<file path="src/rtl/fetch_queue.sv">
// fetch_queue: sequential-PC instruction fetch with a DEPTH-entry {pc, ir} output FIFO and redirect flush.
// Optional FETCH_QUEUE_STAT_EN adds STAT_FETCHED (pops) and STAT_STALL (ready-but-empty cycles).
module fetch_queue #(
  parameter int unsigned DEPTH    = 4,
  parameter logic [31:0] RESET_PC = 32'h0
) (
  input  logic        CLK,
  input  logic        RST,
  output logic        IMEM_REQ,
  output logic [31:0] IMEM_ADDR,
  input  logic [31:0] IMEM_DATA,
  input  logic        REDIRECT,
  input  logic [31:0] REDIRECT_PC,
  output logic        OUT_VALID,
  input  logic        OUT_READY,
  output logic [31:0] OUT_PC,
  output logic [31:0] OUT_IR
`ifdef FETCH_QUEUE_STAT_EN
  ,
  output logic [31:0] STAT_FETCHED,
  output logic [31:0] STAT_STALL
`endif
);

  localparam int unsigned AW = (DEPTH > 1) ? $clog2(DEPTH) : 1;
  localparam int unsigned CW = AW + 1;
  localparam int unsigned SW = AW + 2;
  localparam logic [31:0] WORD_MASK = 32'hFFFF_FFFC;

  logic [31:0]   fetch_pc;
  logic [31:0]   pend_pc;
  logic          pend;
  logic [CW-1:0] count;
  logic [AW-1:0] rd_ptr;
  logic [AW-1:0] wr_ptr;
  logic [31:0]   pc_mem [DEPTH];
  logic [31:0]   ir_mem [DEPTH];

  logic [SW-1:0] credit_c;
  logic          push_c;
  logic          pop_c;

  // Credits count buffered plus in-flight words; the same-cycle pop is deliberately ignored.
  always_comb begin
    credit_c  = SW'(count) + SW'(pend);
    IMEM_REQ  = !RST && !REDIRECT && (credit_c < SW'(DEPTH));
    OUT_VALID = (count != '0) && !REDIRECT;
    push_c    = pend && !REDIRECT;
    pop_c     = OUT_VALID && OUT_READY;
    OUT_PC    = OUT_VALID ? pc_mem[rd_ptr] : 32'h0;
    OUT_IR    = OUT_VALID ? ir_mem[rd_ptr] : 32'h0;
  end

  assign IMEM_ADDR = fetch_pc;

  // Fetch PC, in-flight tracking and FIFO bookkeeping; redirect overrides everything else.
  always_ff @(posedge CLK or posedge RST) begin
    if (RST) begin
      fetch_pc <= RESET_PC & WORD_MASK;
      pend_pc  <= 32'h0;
      pend     <= 1'b0;
      count    <= '0;
      rd_ptr   <= '0;
      wr_ptr   <= '0;
    end else if (REDIRECT) begin
      fetch_pc <= REDIRECT_PC & WORD_MASK;
      pend     <= 1'b0;
      count    <= '0;
      rd_ptr   <= '0;
      wr_ptr   <= '0;
    end else begin
      pend <= IMEM_REQ;
      if (IMEM_REQ) begin
        pend_pc  <= fetch_pc;
        fetch_pc <= fetch_pc + 32'd4;
      end
      if (push_c) wr_ptr <= wr_ptr + AW'(1);
      if (pop_c)  rd_ptr <= rd_ptr + AW'(1);
      if (push_c && !pop_c)      count <= count + CW'(1);
      else if (!push_c && pop_c) count <= count - CW'(1);
    end
  end

  // Storage needs no reset: count gates every read.
  always_ff @(posedge CLK) begin
    if (push_c) begin
      pc_mem[wr_ptr] <= pend_pc;
      ir_mem[wr_ptr] <= IMEM_DATA;
    end
  end

  a_no_push_when_full : assert property (@(posedge CLK) disable iff (RST)
    !(push_c && (count == CW'(DEPTH))));

`ifdef FETCH_QUEUE_STAT_EN
  always_ff @(posedge CLK or posedge RST) begin
    if (RST) begin
      STAT_FETCHED <= 32'h0;
      STAT_STALL   <= 32'h0;
    end else begin
      if (pop_c) STAT_FETCHED <= STAT_FETCHED + 32'd1;
      if (OUT_READY && !OUT_VALID && !REDIRECT) STAT_STALL <= STAT_STALL + 32'd1;
    end
  end
`endif

endmodule

</file>
<file path="config.mk">
export PLATFORM = sky130hd
export DESIGN_NAME = fetch_queue
export DESIGN_NICKNAME = d
export VERILOG_FILES = /design/src/rtl/fetch_queue.sv
export SDC_FILE = /design/constraint.sdc
export NUM_CORES = 1
export LEC_CHECK = 0
export ABC_CLOCK_PERIOD_IN_PS = 3380
export CAP_MARGIN = 0
export CELL_PAD_IN_SITES_DETAIL_PLACEMENT = 0
export CELL_PAD_IN_SITES_GLOBAL_PLACEMENT = 1
export CORE_MARGIN = 2
export CORE_UTILIZATION = 46
export CTS_CLUSTER_DIAMETER = 40
export CTS_CLUSTER_SIZE = 10
export DETAILED_ROUTE_END_ITERATION = 8
export GPL_ROUTABILITY_DRIVEN = 0
export PLACE_DENSITY = 0.84
export SYNTH_ARGS = -nofsm -noshare
export SYNTH_HDL_FRONTEND = slang
export SYNTH_SLANG_ARGS = --single-unit
</file>
<file path="constraint.sdc">
create_clock -name CLK -period 3.38 [get_ports CLK]
set_input_delay 0.338 -clock CLK [delete_from_list [all_inputs] [get_ports CLK]]
set_output_delay 0.338 -clock CLK [all_outputs]
set_load 0.01 [all_outputs]
</file>
==> impl_metrics.toml, run 1 <==
[job]
drv_cap = 0

[worst_setup_path]
cpMaxStageDelayCell = "dfrtp_4"
endpoint_kind = "primary output"
worst-r2r-setup-slack_ns = 0.93
cp.required_ns = 3.04
start_kind = "flip-flop"
crit_chain = "buf_4, mux4_2, and2_1, clkdlybuf4s50_1"
cp.arrival_ns = 2.80
cp_max_fo = 23
cp_num_buf_inv = 2
critPathKind = "flip-flop to primary output"
critical-path-top-delay-family = "buffers and inverters"
crit_path_max_incr_delay_ns = 0.74

[logic_synthesis]
ys_seq_elements = 316
synth_warnings = 0
syn_area_um2 = 12700
synth_cells = 785
ys.flop_type = "edfxtp_1"
synth_cell_type_count = 51
yosysSeqAreaShare_pct = 71.8
async_flop_share_pct = 21.5
syn_area_per_cell_um2 = 16.2
synth_edf_count = 248

[timing]
finalClockSkew_ns = 0.0155
period_needed_ns = 3.13
rsz0062_at_grt = "no"
setup_tns_ns = 0
maxSlewViolCount = 0
hold_viol = 0
worst_slew_pin_slew_ns = 0.943
setup_violations = 0
slew_headroom_pct = 36.9
clock.fmax_ghz = 0.319
min_period_over_period_pct = 92.7

[final_layout]
nFillCells = 2047
drive_above_1_share_pct = 16.1
diodes = 0
ff_latch_area_um2 = 9150
layout.cells.most_common = "edfxtp_1"
synthToLayoutAreaGrowth_pct = 27.6
final_cell_mix = "248 x edfxtp_1, 159 x clkdlybuf4s50_1, 117 x nand2_1"
multi_input_area_um2 = 3380
nNetsFinal = 1046

[clock_tree]
clk-insertion-delay-late_ns = 0.53
numCtsBuffers = 43
ctsResizeCount = 0
cts_tree = "built"
postCtsSetupBuffers = 0
cts_max_path_buffers = 3
cts_hold_buf = 0
cts.sinks = 316
ctsHtreeMaxLevel = 2
clk_pin_slew_ns = 0.06
cts_root_buffer = "clkbuf_16"

[grt]
grt_pass1_vias = 7673
overflow = 0
grt_pass1_wl_um = 43000
grt_usage_pct = 19.4
antenna_found_initial = 0
grt_max_degree = 64

[floorplanning]
die_x_um = 170
fp-row-count = 60
core_area_um2 = 27100
dieArea_um2 = 29000
io_pins = 166
die_h_um = 170
start_util_pct = 47.0

[power]
ir_worst_vdd_mv = 0.389
power_density_nw_per_um2 = 726
leakagePower_nw = 5.71
p_total_mw = 11.8

[placement]
hpwl_um = 17000
portBuffers = 159

[worst_hold_path]
hold_path.class = "input pin to async pin"

[detailed_routing]
dr_total_vias = 7435
detail-route-antenna-nets = 0
drt-total-wl_um = 27000
dr.pass1.iters = 5
post_drt_wl_per_cell_um = 19.7
drc = 0
via_per_inst = 5.42
drt-initial-drc-count = 701

[status]
status = "finished clean"
==> worst reg2reg max path: cells and delay by family (launching register included) <==
| family | cells | cell delay, ns |
|---|---|---|
| AOI/OAI and AO/OA | 2 | 0.35 |
| buffers and inverters | 1 | 0.13 |
| DFF | 1 | 0.55 |
| and+or+nand+nor | 3 | 1.30 |
==> synthesized netlist by cell type (all sizes together) (6+ instances only) <==
cell    number  area [µm²]
nand3       17        85.1
o311ai       8        70.1
nand2      118         443
and3         6        37.5
o21ai       20         100
and2        67         419
buf         16        85.1
nor2        20        75.1
dfrtp       68        1700
nand4       12        81.3
edfxtp     248        7450
o211ai      12        90.1
clkbuf      27         101
inv         15        56.3
mux4        62        1400
==> stage by stage <==
stage	utilization, %	instances	cell area (µm²)	setup slack (ns)	hold WS [ns]
floorplan	-	788	12800	0.592	0.437
global placement	55.1	1299	14900	0.685	0.492
detailed placement	55.1	1299	14900	0.609	0.502
CTS	60.0	1371	16300	0.172	0.381
global route	60.0	1371	16300	0.0870	0.403
finish	60.0	1371	16300	0.247	0.389
==> area by class of cell <==
| type | instances | share of cell area, % |
|---|---|---|
| well taps | 372 | 2.86 |
| clock buffers | 55 | 7.09 |
| repair buffers | 182 | 11.5 |
| flip-flops and latches | 316 | 56.3 |
| inverters | 15 | 0.346 |
| multi-input cells | 414 | 20.8 |
| clock inverters | 17 | 1.13 |
==> power breakdown <==
| part | switching [mW] | total (mW) | internal (mW) |
|---|---|---|---|
| clock network | 1.55 | 4.17 | 2.63 |
| logic | 1.07 | 2.46 | 1.39 |
| registers | 0.446 | 5.16 | 4.72 |
| total | 3.07 | 11.8 | 8.73 |
==> metal layers <==
metal	GRT usage [%]	routed length [µm]	vias up
met4	7.02	672	0
met1	26.8	11700	3748
met3	3.74	1660	49
met2	31.0	13000	272
met5	0	0	-
li1	-	-	3366
==> sequential cells by signal (all words and copies together) (netlist names) <==
register,flops
IMEM_ADDR,30
pend,1
wr_ptr,2
count,3
ir_mem,128
pend_pc,30
pc_mem,120
rd_ptr,2
==> cells by family (layout without fill, tap and decap cells) <==
logic type	count (synthesis)	count (layout)	share of synthesized area (%)
XOR/XNOR	8	8	0.550
AO/OA/AOI/OAI	66	66	3.56
AND/OR/NAND/NOR	265	265	10.3
flip-flops	316	316	71.8
adder cells (fa/ha/maj)	6	6	0.648
other	1	4	0.0294
multiplexers	65	65	11.2
buffers and inverters	58	269	1.90
==> path summary, 6_finish.rpt <==
| check | startpoint | endpoint | cells past startpoint |
|---|---|---|---|
| worst max-delay path | rd_ptr[0] | OUT_IR[0] | 4 |
| worst min-delay path | RST | IMEM_ADDR[30] | 2 |
| worst max register to register | pend | IMEM_ADDR[5] | 6 |
| worst min register to register | pend_pc[27] | pc_mem[1][27] | 0 |
| max in group asynchronous | RST | rd_ptr[0] | 2 |
| min in group CLK | REDIRECT_PC[14] | IMEM_ADDR[14] | 3 |
(Power assumes the default switching activity.)
==> run 2: changes to the inputs <==
CORE_UTILIZATION = 52   (was 46)
DONT_BUFFER_PORTS = 1   (was default)
GPL_TIMING_DRIVEN = 0   (was default)
PLACE_DENSITY = 0.83   (was 0.84)
==> run 2 against run 1 <==
Maximum frequency grew 3.4%. Worst setup slack better by 0.10 ns. Final area decreased by 6.6%. Final cell count fell by 9.0%.
==> impl_metrics.toml, run 2 (synthesized netlist as in run 1, its figures left out) <==
[grt]
antenna_found_initial = 0
grt_max_degree = 69
grt_pass1_wl_um = 43300
overflow = 0
grt_usage_pct = 21.6
grt_pass1_vias = 7695

[floorplanning]
die_h_um = 161
die_x_um = 161
dieArea_um2 = 25800
io_pins = 166
core_area_um2 = 24200
fp-row-count = 57
start_util_pct = 52.7

[worst_setup_path]
worst_r2r_startpoint = "IMEM_ADDR[15]"
endpoint_kind = "primary output"
crit_chain = "nor3_1, nor2_1, clkbuf_1, and2_1"
startpoint = "count[2]"
cp-endpoint = "OUT_IR[22]"
worst-r2r-setup-slack_ns = 0.86
cp_max_fo = 10
cpMaxStageDelayCell = "nor2_1"
reg2reg_to = "IMEM_ADDR[30]"
critPathKind = "flip-flop to primary output"
cp.arrival_ns = 2.69
worstRegToRegCells = 5
start_kind = "flip-flop"
cp.required_ns = 3.04
crit_path_max_incr_delay_ns = 0.92

[placement]
placed_area_um2 = 13300
hpwl_um = 17600
place_inst = 1116
portBuffers = 0

[timing]
slew_headroom_pct = 17.6
period_needed_ns = 3.03
min_period_over_period_pct = 89.7
rsz0062_at_grt = "no"
setup_violations = 0
worst_slew_pin_slew_ns = 1.23
hold_viol = 0
clock.fmax_ghz = 0.330
finalClockSkew_ns = 0.0185
maxSlewViolCount = 0

[final_layout]
largest_register_ff_count = 128
fin_area_um2 = 15200
nNetsFinal = 968
nFillCells = 1709
drive_above_1_share_pct = 16.7
layout.cells.most_common = "edfxtp_1"
reg.largest.list = "ir_mem: 128 flops, pc_mem: 120 flops"
diodes = 0
stdcell_count = 1248
final_cell_mix = "248 x edfxtp_1, 118 x nand2_1, 68 x dfrtp_1"
largest-register = "ir_mem"
synthToLayoutAreaGrowth_pct = 19.2

[power]
power_density_nw_per_um2 = 744
ir_worst_vdd_mv = 0.484
leakagePower_nw = 5.36

[clock_tree]
clk-insertion-delay-late_ns = 0.53
ctsResizeCount = 0
cts.sinks = 316
clk_pin_slew_ns = 0.05
cts_tree = "built"
numCtsBuffers = 44
cts_max_path_buffers = 3
cts_root_buffer = "clkbuf_16"
ctsHtreeMaxLevel = 2

[detailed_routing]
drc = 0
detail-route-antenna-nets = 0
dr.pass1.iters = 5
drt-total-wl_um = 27400
drt-initial-drc-count = 535
post_drt_wl_per_cell_um = 21.9
dr_total_vias = 7246
via_per_inst = 5.81

[worst_hold_path]
hold_path.class = "input pin to flip-flop"

[job]
drv_cap = 0

[status]
status = "finished clean"
==> run 2: per-stage QoR <==
stage	setup WS (ns)	util, %	setup TNS [ns]	hold slack, ns	power (mW)
floorplan	0.592	-	0	0.437	6.56
global placement	-0.532	54.4	-127.30	0.437	7.03
detailed placement	0.608	54.9	0	0.437	7.14
CTS	0.210	62.8	0	0.00156	11.4
global route	0.111	62.8	0	0.00877	11.8
finish	0.348	62.8	0	0.0193	11.3
==> run 2: where the power goes <==
part / switching, mW / leakage, nW / internal [mW]
logic: 1.10 / 1.61 / 0.893
registers: 0.402 / 3.10 / 4.71
clock network: 1.58 / 0.649 / 2.61
total: 3.08 / 5.36 / 8.22
==> run 2: final cells by class <==
cell class                      count  area [µm²]  share of cell area [%]
Inverter                           15        58.8                   0.387
Sequential cell                   316        9150                    60.2
Buffer                             43         186                    1.23
Timing Repair Buffer               60         671                    4.41
Clock inverter                     19         166                    1.10
Multi-Input combinational cell    414        3370                    22.2
Clock buffer                       57        1180                    7.78
Tap cell                          324         405                    2.67
==> run 2: per-layer routing <==
| metal | vias to the layer above | share of wire [%] | track usage, % | wire length (µm) |
|---|---|---|---|---|
| met2 | 356 | 49 | 35.7 | 13300 |
| met1 | 3630 | 41 | 29.1 | 11100 |
| met4 | 0 | 1.9 | 5.45 | 507 |
| met5 | - | 0 | 0 | 0 |
| met3 | 55 | 8.8 | 5.81 | 2420 |
| li1 | 3205 | - | - | - |
==> run 2: worst min path at each step <==
| stage | startpoint | end | slack (ns) | cells after the start |
|---|---|---|---|---|
| final | REDIRECT_PC[4] | IMEM_ADDR[4] | 0.02 | 1 |
| after global routing | REDIRECT_PC[4] | IMEM_ADDR[4] | 0.009 | 1 |
| after CTS | REDIRECT_PC[4] | IMEM_ADDR[4] | 0.002 | 1 |
| after detailed placement | RST | IMEM_ADDR[8] | 0.44 | 1 |
| after global placement | IMEM_DATA[25] | ir_mem[2][25] | 0.44 | 0 |
| after floorplan | IMEM_DATA[0] | ir_mem[0][0] | 0.44 | 0 |
==> run 2: timing repair <==
item | 4_1_cts | 5_1_grt
setup buffers | 0 | 0
setup endpoints to repair | 0 | 0
hold buffers | 56 | 0
endpoints found under the hold margin | 219 | 0
==> run 2: critical path: cells and delay by family, from the launching register on <==
kind          cells  cell delay, ns
simple gates      3            1.27
flops             1            0.46
buf+inv           1            0.45
